## config.mk

```make
export PLATFORM = sky130hd
export DESIGN_NAME = ex_mem_stage
export DESIGN_NICKNAME = d
export VERILOG_FILES = /design/src/rtl/mips_pkg.sv /design/src/rtl/forwarding_unit.sv /design/src/rtl/ex_mem_stage.sv
export SDC_FILE = /design/constraint.sdc
export NUM_CORES = 1
export LEC_CHECK = 0
export CAP_MARGIN = 0
export CORE_UTILIZATION = 40
export CTS_CLUSTER_DIAMETER = 100
export DETAILED_ROUTE_END_ITERATION = 8
export HOLD_SLACK_MARGIN = 0.1
export PLACE_DENSITY = 0.68
export SLEW_MARGIN = 20
export SYNTH_ARGS = -nofsm -noshare
export SYNTH_HDL_FRONTEND = slang
export SYNTH_SLANG_ARGS = --single-unit
```

## constraint.sdc

```tcl
create_clock -name clk -period 7.7 [get_ports clk]
set_input_delay 0.77 -clock clk [delete_from_list [all_inputs] [get_ports clk]]
set_output_delay 0.77 -clock clk [all_outputs]
set_load 0.005 [all_outputs]
```

## src/rtl/mips_pkg.sv

```systemverilog
// Shared constants for the MIPS execute stage: ALU operation codes and
// forwarding-mux select encodings.
package mips_pkg;

    localparam logic [2:0] ALU_ADD = 3'b000;
    localparam logic [2:0] ALU_SUB = 3'b001;
    localparam logic [2:0] ALU_AND = 3'b010;
    localparam logic [2:0] ALU_OR  = 3'b011;
    localparam logic [2:0] ALU_SLT = 3'b100;

    localparam logic [1:0] FWD_REG   = 2'b00;
    localparam logic [1:0] FWD_MEMWB = 2'b01;
    localparam logic [1:0] FWD_EXMEM = 2'b10;

endpackage

```

## src/rtl/forwarding_unit.sv

```systemverilog
// Combinational RAW-hazard forwarding selects for the EX-stage operands.
// EX/MEM is checked first because it holds the newer value.
module forwarding_unit
    import mips_pkg::*;
#(
    parameter int REG_AW = 5
) (
    input  logic [REG_AW-1:0] rs,
    input  logic [REG_AW-1:0] rt,
    input  logic              exmem_reg_write,
    input  logic [REG_AW-1:0] exmem_write_reg,
    input  logic              memwb_reg_write,
    input  logic [REG_AW-1:0] memwb_write_reg,
    output logic [1:0]        forward_a,
    output logic [1:0]        forward_b
);

    // Register 0 is hardwired, so a pending write to it never forwards.
    function automatic logic [1:0] fwd_sel(input logic [REG_AW-1:0] src);
        if (exmem_reg_write && (exmem_write_reg != '0) && (exmem_write_reg == src))
            return FWD_EXMEM;
        else if (memwb_reg_write && (memwb_write_reg != '0) && (memwb_write_reg == src))
            return FWD_MEMWB;
        else
            return FWD_REG;
    endfunction

    always_comb begin
        forward_a = fwd_sel(rs);
        forward_b = fwd_sel(rt);
    end

endmodule

```

## src/rtl/ex_mem_stage.sv

```systemverilog
// MIPS execute stage: operand forwarding, ALU, destination select and the
// EX/MEM pipeline register feeding the MEM stage.
module ex_mem_stage
    import mips_pkg::*;
#(
    parameter int DATA_W = 32,
    parameter int REG_AW = 5
) (
    input  logic              clk,
    input  logic              rst,
    input  logic              in_regWrite_IDEX,
    input  logic              in_ALUSrc_IDEX,
    input  logic              in_regDst_IDEX,
    input  logic              in_memWrite_IDEX,
    input  logic              in_memRead_IDEX,
    input  logic              in_memtoReg_IDEX,
    input  logic [2:0]        in_ALUop_IDEX,
    input  logic [REG_AW-1:0] in_Rs_IDEX,
    input  logic [REG_AW-1:0] in_Rt_IDEX,
    input  logic [REG_AW-1:0] in_Rd_IDEX,
    input  logic [DATA_W-1:0] in_data1_IDEX,
    input  logic [DATA_W-1:0] in_data2_IDEX,
    input  logic [DATA_W-1:0] in_SEData_IDEX,
    input  logic              regWrite_MEMWB,
    input  logic [REG_AW-1:0] writeReg_MEMWB,
    input  logic [DATA_W-1:0] writeData_MEMWB,
    output logic              out_reg_regWrite_EXMEM,
    output logic              out_reg_memWrite_EXMEM,
    output logic              out_reg_memRead_EXMEM,
    output logic              out_reg_memtoReg_EXMEM,
    output logic [DATA_W-1:0] out_reg_ALUres_EXMEM,
    output logic [DATA_W-1:0] out_reg_writeData_EXMEM,
    output logic [REG_AW-1:0] out_reg_writeReg_EXMEM,
    output logic              zero
);

    logic [1:0]               forward_a;
    logic [1:0]               forward_b;
    logic [DATA_W-1:0]        op_a;
    logic [DATA_W-1:0]        fwd_b;
    logic [DATA_W-1:0]        op_b;
    logic [DATA_W-1:0]        alu_res;
    logic [REG_AW-1:0]        write_reg;

    // Arithmetic wraps modulo 2^DATA_W; slt compares as two's complement.
    function automatic logic [DATA_W-1:0] alu_op(
        input logic [2:0]        op,
        input logic [DATA_W-1:0] a,
        input logic [DATA_W-1:0] b
    );
        logic signed [DATA_W-1:0] sa;
        logic signed [DATA_W-1:0] sb;
        sa = a;
        sb = b;
        case (op)
            ALU_ADD: return a + b;
            ALU_SUB: return a - b;
            ALU_AND: return a & b;
            ALU_OR:  return a | b;
            ALU_SLT: return (sa < sb) ? DATA_W'(1) : '0;
            default: return '0;
        endcase
    endfunction

    forwarding_unit #(
        .REG_AW (REG_AW)
    ) u_fwd (
        .rs              (in_Rs_IDEX),
        .rt              (in_Rt_IDEX),
        .exmem_reg_write (out_reg_regWrite_EXMEM),
        .exmem_write_reg (out_reg_writeReg_EXMEM),
        .memwb_reg_write (regWrite_MEMWB),
        .memwb_write_reg (writeReg_MEMWB),
        .forward_a       (forward_a),
        .forward_b       (forward_b)
    );

    always_comb begin
        case (forward_a)
            FWD_EXMEM: op_a = out_reg_ALUres_EXMEM;
            FWD_MEMWB: op_a = writeData_MEMWB;
            default:   op_a = in_data1_IDEX;
        endcase
        case (forward_b)
            FWD_EXMEM: fwd_b = out_reg_ALUres_EXMEM;
            FWD_MEMWB: fwd_b = writeData_MEMWB;
            default:   fwd_b = in_data2_IDEX;
        endcase
        op_b      = in_ALUSrc_IDEX ? in_SEData_IDEX : fwd_b;
        alu_res   = alu_op(in_ALUop_IDEX, op_a, op_b);
        write_reg = in_regDst_IDEX ? in_Rd_IDEX : in_Rt_IDEX;
    end

    assign zero = (alu_res == '0);

    // EX/MEM boundary: loads every cycle, cleared by reset so an in-flight
    // instruction leaves no write enables behind.
    always_ff @(posedge clk) begin
        if (!rst) begin
            out_reg_regWrite_EXMEM  <= 1'b0;
            out_reg_memWrite_EXMEM  <= 1'b0;
            out_reg_memRead_EXMEM   <= 1'b0;
            out_reg_memtoReg_EXMEM  <= 1'b0;
            out_reg_ALUres_EXMEM    <= '0;
            out_reg_writeData_EXMEM <= '0;
            out_reg_writeReg_EXMEM  <= '0;
        end else begin
            out_reg_regWrite_EXMEM  <= in_regWrite_IDEX;
            out_reg_memWrite_EXMEM  <= in_memWrite_IDEX;
            out_reg_memRead_EXMEM   <= in_memRead_IDEX;
            out_reg_memtoReg_EXMEM  <= in_memtoReg_IDEX;
            out_reg_ALUres_EXMEM    <= alu_res;
            out_reg_writeData_EXMEM <= fwd_b;
            out_reg_writeReg_EXMEM  <= write_reg;
        end
    end

endmodule

```

Word level (Yosys, flattened, before mapping)
Cells that the tools add are included.

Equality and inequality tests: 12. Add/subtract/negate cells: 2. Bitwise logic cells: 2. Reductions and logical operators: 10. $lt $le $gt $ge: 1. Muxes and demuxes: 10.

Operators by type and width (number): $pmux W32 S5 (1); $pmux W32 S2 (2); $add A32 B32 Y32 (1); $and A32 B32 Y32 (1); $logic_not A32 Y1 (1); $lt A32 B32 Y1 (1); $mux W32 (1); $or A32 B32 Y32 (1); $sub A32 B32 Y32 (1); $eq A5 B5 Y1 (4); $reduce_bool A5 Y1 (2); $eq A3 B2 Y1 const B (2); $logic_and A1 B1 Y1 (6); $mux W5 (1); $eq A2 B1 Y1 const B (2); $eq A2 B2 Y1 const B (2); $mux W2 (2); $eq A3 B1 Y1 const B (1); $eq A3 B3 Y1 const B (1); $logic_not A3 Y1 (1); $mux W1 (3).

Output and inout port bits: 74. Logic and storage cells: 44. Input port bits: 160. Register bits after elaboration: 73.

Longest topological paths before layout
Depth after elaboration: 12. Depth in mapped cells: 21. Depth with buffers taken out: 20.

Modules after synthesis
A second synthesis with hierarchy kept.

Cells, all modules: 1335. Area, all modules: 9172.5 µm².

Modules (own cells, without submodules): ex_mem_stage (seq. area each 1461.4 µm², area each 8914.8 µm², instances 1, cells an instance 1301); forwarding_unit (seq. area each 0.0 µm², area each 257.7 µm², instances 1, cells an instance 34).

Worst setup path after synthesis
No wires, ideal clock.

Path type: input to output. Start: input writeReg_MEMWB[4]. End: output zero. Buffers on the path: 1. Stages: 20. Path slack: 1.607 ns. Data arrival time: 5.323 ns. Cell sequence: xnor2_1 > nand3_1 > nor4_1 > buf_2 > mux2i_1 > a21oi_1 > mux2_2 > ha_1 > fa_1 > a21o_1 > a211oi_1 > nor3_1 > o311a_1 > nor4_1 > o211ai_1 > nor4_2 > nand4_1 > nor4_1 > nand4_1 > nor4_2.

Longest elaborated chain between the ends: 12.

RTL lines: start, declared (line ex_mem_stage.sv:25) `input logic [REG_AW-1:0] writeReg_MEMWB,`; $reduce_bool A5 Y1 (line forwarding_unit.sv:22) `else if (memwb_reg_write && (memwb_write_reg != '0) && (memwb_write_reg == src))`; $logic_and A1 B1 Y1 (2 in series) (line forwarding_unit.sv:22); $mux W1 (line forwarding_unit.sv:22); $mux W2 (line forwarding_unit.sv:20) `if (exmem_reg_write && (exmem_write_reg != '0) && (exmem_write_reg == src))`; $eq A2 B1 Y1 or $eq A2 B2 Y1 (tied branches) (line ex_mem_stage.sv:84) `case (forward_b)`; $pmux W32 S2 (line ex_mem_stage.sv:84); $mux W32 (line ex_mem_stage.sv:89) `op_b = in_ALUSrc_IDEX ? in_SEData_IDEX : fwd_b;`; $lt A32 B32 Y1 (line ex_mem_stage.sv:60) `ALU_SLT: return (sa < sb) ? DATA_W'(1) : '0;`; $mux W1 (line ex_mem_stage.sv:60); $pmux W32 S5 * (line ex_mem_stage.sv:55) `case (op)`; $logic_not A32 Y1 * (line ex_mem_stage.sv:94) `assign zero = (alu_res == '0);`; end, declared (line ex_mem_stage.sv:34) `output logic zero`.

Every way passes the cells marked *; elsewhere a longest branch is shown, timed or not.

Worst setup path in the final report
Start: input in_Rs_IDEX[1]. End: output zero.

Longest elaborated chain between the ends: 10.

RTL lines: start, declared (line ex_mem_stage.sv:18) `input logic [REG_AW-1:0] in_Rs_IDEX,`; $eq A5 B5 Y1 (line forwarding_unit.sv:22); $logic_and A1 B1 Y1 (line forwarding_unit.sv:22); $mux W1 (line forwarding_unit.sv:22); $mux W2 * (line forwarding_unit.sv:20); $eq A2 B1 Y1 or $eq A2 B2 Y1 (tied branches) (line ex_mem_stage.sv:79) `case (forward_a)`; $pmux W32 S2 * (line ex_mem_stage.sv:79); $lt A32 B32 Y1 (line ex_mem_stage.sv:60); $mux W1 (line ex_mem_stage.sv:60); $pmux W32 S5 * (line ex_mem_stage.sv:55); $logic_not A32 Y1 * (line ex_mem_stage.sv:94).

Marks and branches as above.

==> qor.yml <==
logic_synthesis:
  synth_top_area_share: 0.1611
  synthFlopType: "dfxtp_1"
  synth_fa_ha_area_frac: 0.1479
  synth_warnings: 0
  synthSimpleGateAreaFrac: 0.2011
  syn-num-nets: 1491
  synth_area_sq_um: 9071
  ys_async_sr_fraction: 0
  synth.avg_cell_area_sq_um: 7.405
  synth_largest_area_cell: "dfxtp_1"
  yosysMostFrequentCell: "nor2_1"
  ys_types: 77
  yosys.area_share.xor_xnor: 0.04345
  synth_area_leaders: "dfxtp_1 16%, ha_1 14%, mux2i_1 8.4%, a21oi_1 6.7%, nor2_1 5.2%"
  synthTopCellsByCount: "125 x nor2_1, 121 x a21oi_1, 104 x ha_1, 98 x inv_1, 91 x nand2_1"
  synth-edff-count: 0
  synth_top_family_by_area: "compound AO/OA/AOI/OAI gates"
  synth_seq_cells: 73
  synth_compound_area_frac: 0.2447
  syn_inst: 1225
  ys_seq_area_frac: 0.1611
  muxShareOfSynthArea: 0.1236
die:
  initial_utilization: 0.4118
  row_count: 54
  die_w_microns: 152.6
  core-area_sq_um: 22030
  die_area_sq_um: 23280
  die_height_microns: 152.6
  io_pins: 234
detailed_routing:
  drtIter0Drc: 1166
  drc: 26
  drt-vias-per-instance: 5.683
  final_antenna_net_count: 0
  drtPass1Iterations: 9
  vias: 10104
  drt-total-wl_mm: 36.93
  detail_route.wl_per_cell_microns: 20.77
sta:
  setup_violations: 0
  final.setup.worst_slack_ps: 231.7
  skew_ps: 15.74
  report.final.slew_viol_count: 0
  period_share: 0.9699
  rsz0062_at_grt: "false"
  clock.fmax_ghz: 0.1339
  period_needed_ps: 7468
  relSlewSlack: 0.2937
  hold_viol_final: 0
  worst_pin_slew_ps: 1053
  fin_tns_setup_ps: 0
power_and_ir_drop:
  pwr_density_cell_nw_per_um2: 142.9
  leakage_nw: 5.189
  vdd_drop_max_uv: 99.23
placed_design:
  dp_hpwl_mm: 29.82
  placedCellCount: 1759
  finalWeightedCongestion: 0.9622
  dp_slack_ps: 61.28
  port_buffers: 233
  dpl_cell_area_sq_um: 12170
finish:
  drive_gt1_frac: 0.1184
  layout.nets: 1756
  instances_no_fill: 1778
  stdcell_area_sq_um: 12540
  multiInputGateArea_sq_um: 6964
  num-fill-cells: 2054
  seq_area_sq_um: 1461
  area_growth_pct: 38.25
critical_path:
  worstPathCellList: "clkdlybuf4s50_1 > xnor2_1 > nand3_1 > nor4_2 > buf_4 > buf_4 > mux2i_1 > o21ai_0 > ha_1 > or3_4 > nor4_2 > and3_1 > o311ai_4 > o211ai_1 > mux2i_1 > xnor2_1 > a21oi_1 > nand4_1 > nor4_2 > clkdlybuf4s50_1"
  cp_max_fo: 16
  r2r_start: "out_reg_writeReg_EXMEM[2]"
  critPathMaxStageDelay_ps: 560
  path_buf_inv: 4
  worstSetupPathType: "input port to output port"
  critPathArrivalTime_ps: 6700
  cp_common_cell: "nor4_2"
  critPathRequiredTime_ps: 6930
  startpoint: "in_Rs_IDEX[1]"
  critPathLaunchType: "input port"
  critPathTopFamily: "simple AND/OR/NAND/NOR gates"
  worstSetupEndpointType: "output port"
  slowest_stage: "clkdlybuf4s50_1"
global_route:
  grt-ovfl-total: 0
  antenna_found_initial: 3
  grt_pass1_vias: 9382
  grt_max_degree: 71
  groute.usage.overall: 0.3096
  grt_pass1_wl_mm: 55.95
clocking:
  cts_sinks: 73
  cts_buffers: 9
  clk_latency_ps: 340
  cts_tree: "done"
  htree_levels: 3
  clk_pin_slew_ps: 60
  cts_setup_buffers: 0
  cts_root_buf: "clkbuf_16"
  cts.path.max_buffers: 2
  cts_hold_buffers: 0
run_status:
  status: "finished, violations left"
  violations: "DRC"
hold_path:
  min-delay-start: "out_reg_ALUres_EXMEM[21]"
  hp-class: "flip-flop to flip-flop"
flow_run:
  drv_cap: 0
[metal layers]
metal	wire, microns	GRT usage	up-vias
met3	3299	0.05461	30
met4	576	0.07600	0
met5	0	0	-
met2	16090	0.4814	497
li1	-	-	4842
met1	16970	0.4390	4735
[sequential cells by signal (all words and copies together), names as in the netlist]
register / count
out_reg_memRead_EXMEM: 1
out_reg_memWrite_EXMEM: 1
out_reg_regWrite_EXMEM: 1
out_reg_ALUres_EXMEM: 32
out_reg_writeData_EXMEM: 32
out_reg_writeReg_EXMEM: 5
out_reg_memtoReg_EXMEM: 1
[worst register-to-register path: cells and delay by family, from the launching register on]
family	cells	cell delay [ps]
multiplexers	1	300
XOR/XNOR	1	330
buffers and inverters	3	530
AO/OA/AOI/OAI	10	2260
AND/OR/NAND/NOR	5	940
adder cells (fa/ha/maj)	1	290
flip-flops	1	370
[placed cells by master (no fill, tap or decap), types with 4 or more instances in the layout]
cell and n:
nor2b_1 10, and3_1 4, inv_1 98, o21a_1 9
or4_1 5, mux2_2 32, o21ai_0 66, o31ai_1 14
ha_1 102, a211o_1 5, nand2b_1 7, o22ai_1 9
o21bai_1 8, a31oi_1 9, nor3_1 21, a211oi_1 18
buf_4 94, xor2_1 13, o31a_1 4, a21o_1 8
a311oi_1 6, o211ai_1 16, nand2_1 91, nand3_1 21
xnor2_1 32, nand4_1 10, nor4_2 7, and2_1 48
a21oi_1 120, nor2_1 125, dfxtp_1 73, mux2i_1 76
clkdlybuf4s50_1 232, nor4_1 12, o21ai_1 4, clkbuf_16 9
[report_power, final]
group / switching, W / internal, W / total (W)
clock: 0.000166 / 0.000285 / 0.000451
sequential: 0.0000211 / 0.000406 / 0.000427
combinational: 0.000497 / 0.000417 / 0.000915
[kinds of logic after synthesis]
| group | count (synthesis) |
|---|---|
| AO/OA/AOI/OAI | 341 |
| XOR/XNOR | 45 |
| adder cells (fa/ha/maj) | 106 |
| buffers and inverters | 174 |
| flip-flops | 73 |
| multiplexers | 108 |
| AND/OR/NAND/NOR | 378 |
[worst paths after layout]
kind / to / slack, ps / depth (start not counted)
worst min-delay path: out_reg_writeData_EXMEM[21] / 660 / 3
worst min register to register: out_reg_writeData_EXMEM[21] / 660 / 3
worst max register to register: out_reg_ALUres_EXMEM[27] / 2540 / 21
worst max-delay path: zero / 230 / 20
[layout make-up]
class                      instances  area share
multi-input combinational        978      0.5553
timing repair buffer             329      0.2443
sequential                        73      0.1165
inverter                          99     0.02963
tap                              280     0.02794
clock buffer                      10     0.01826
clock inverter                     6    0.007383
antenna                            3   0.0005986
[metrics by stage]
stage / total power (W) / hold slack, ps / utilization
after floorplan: 0.0009343 / 640.2 / -
after global placement: 0.001316 / 651.3 / 0.5524
after detailed placement: 0.001317 / 647.9 / 0.5524
after CTS: 0.001770 / 658.2 / 0.5670
after global routing: 0.001884 / 701.0 / 0.5694
final: 0.001792 / 659.1 / 0.5694
[timing repair]
action	4_1_cts	5_1_grt
endpoints found under the setup margin	0	1
resized for setup	0	14
hold endpoints to repair	0	0
Note: power is estimated with default switching activity, not from simulation.
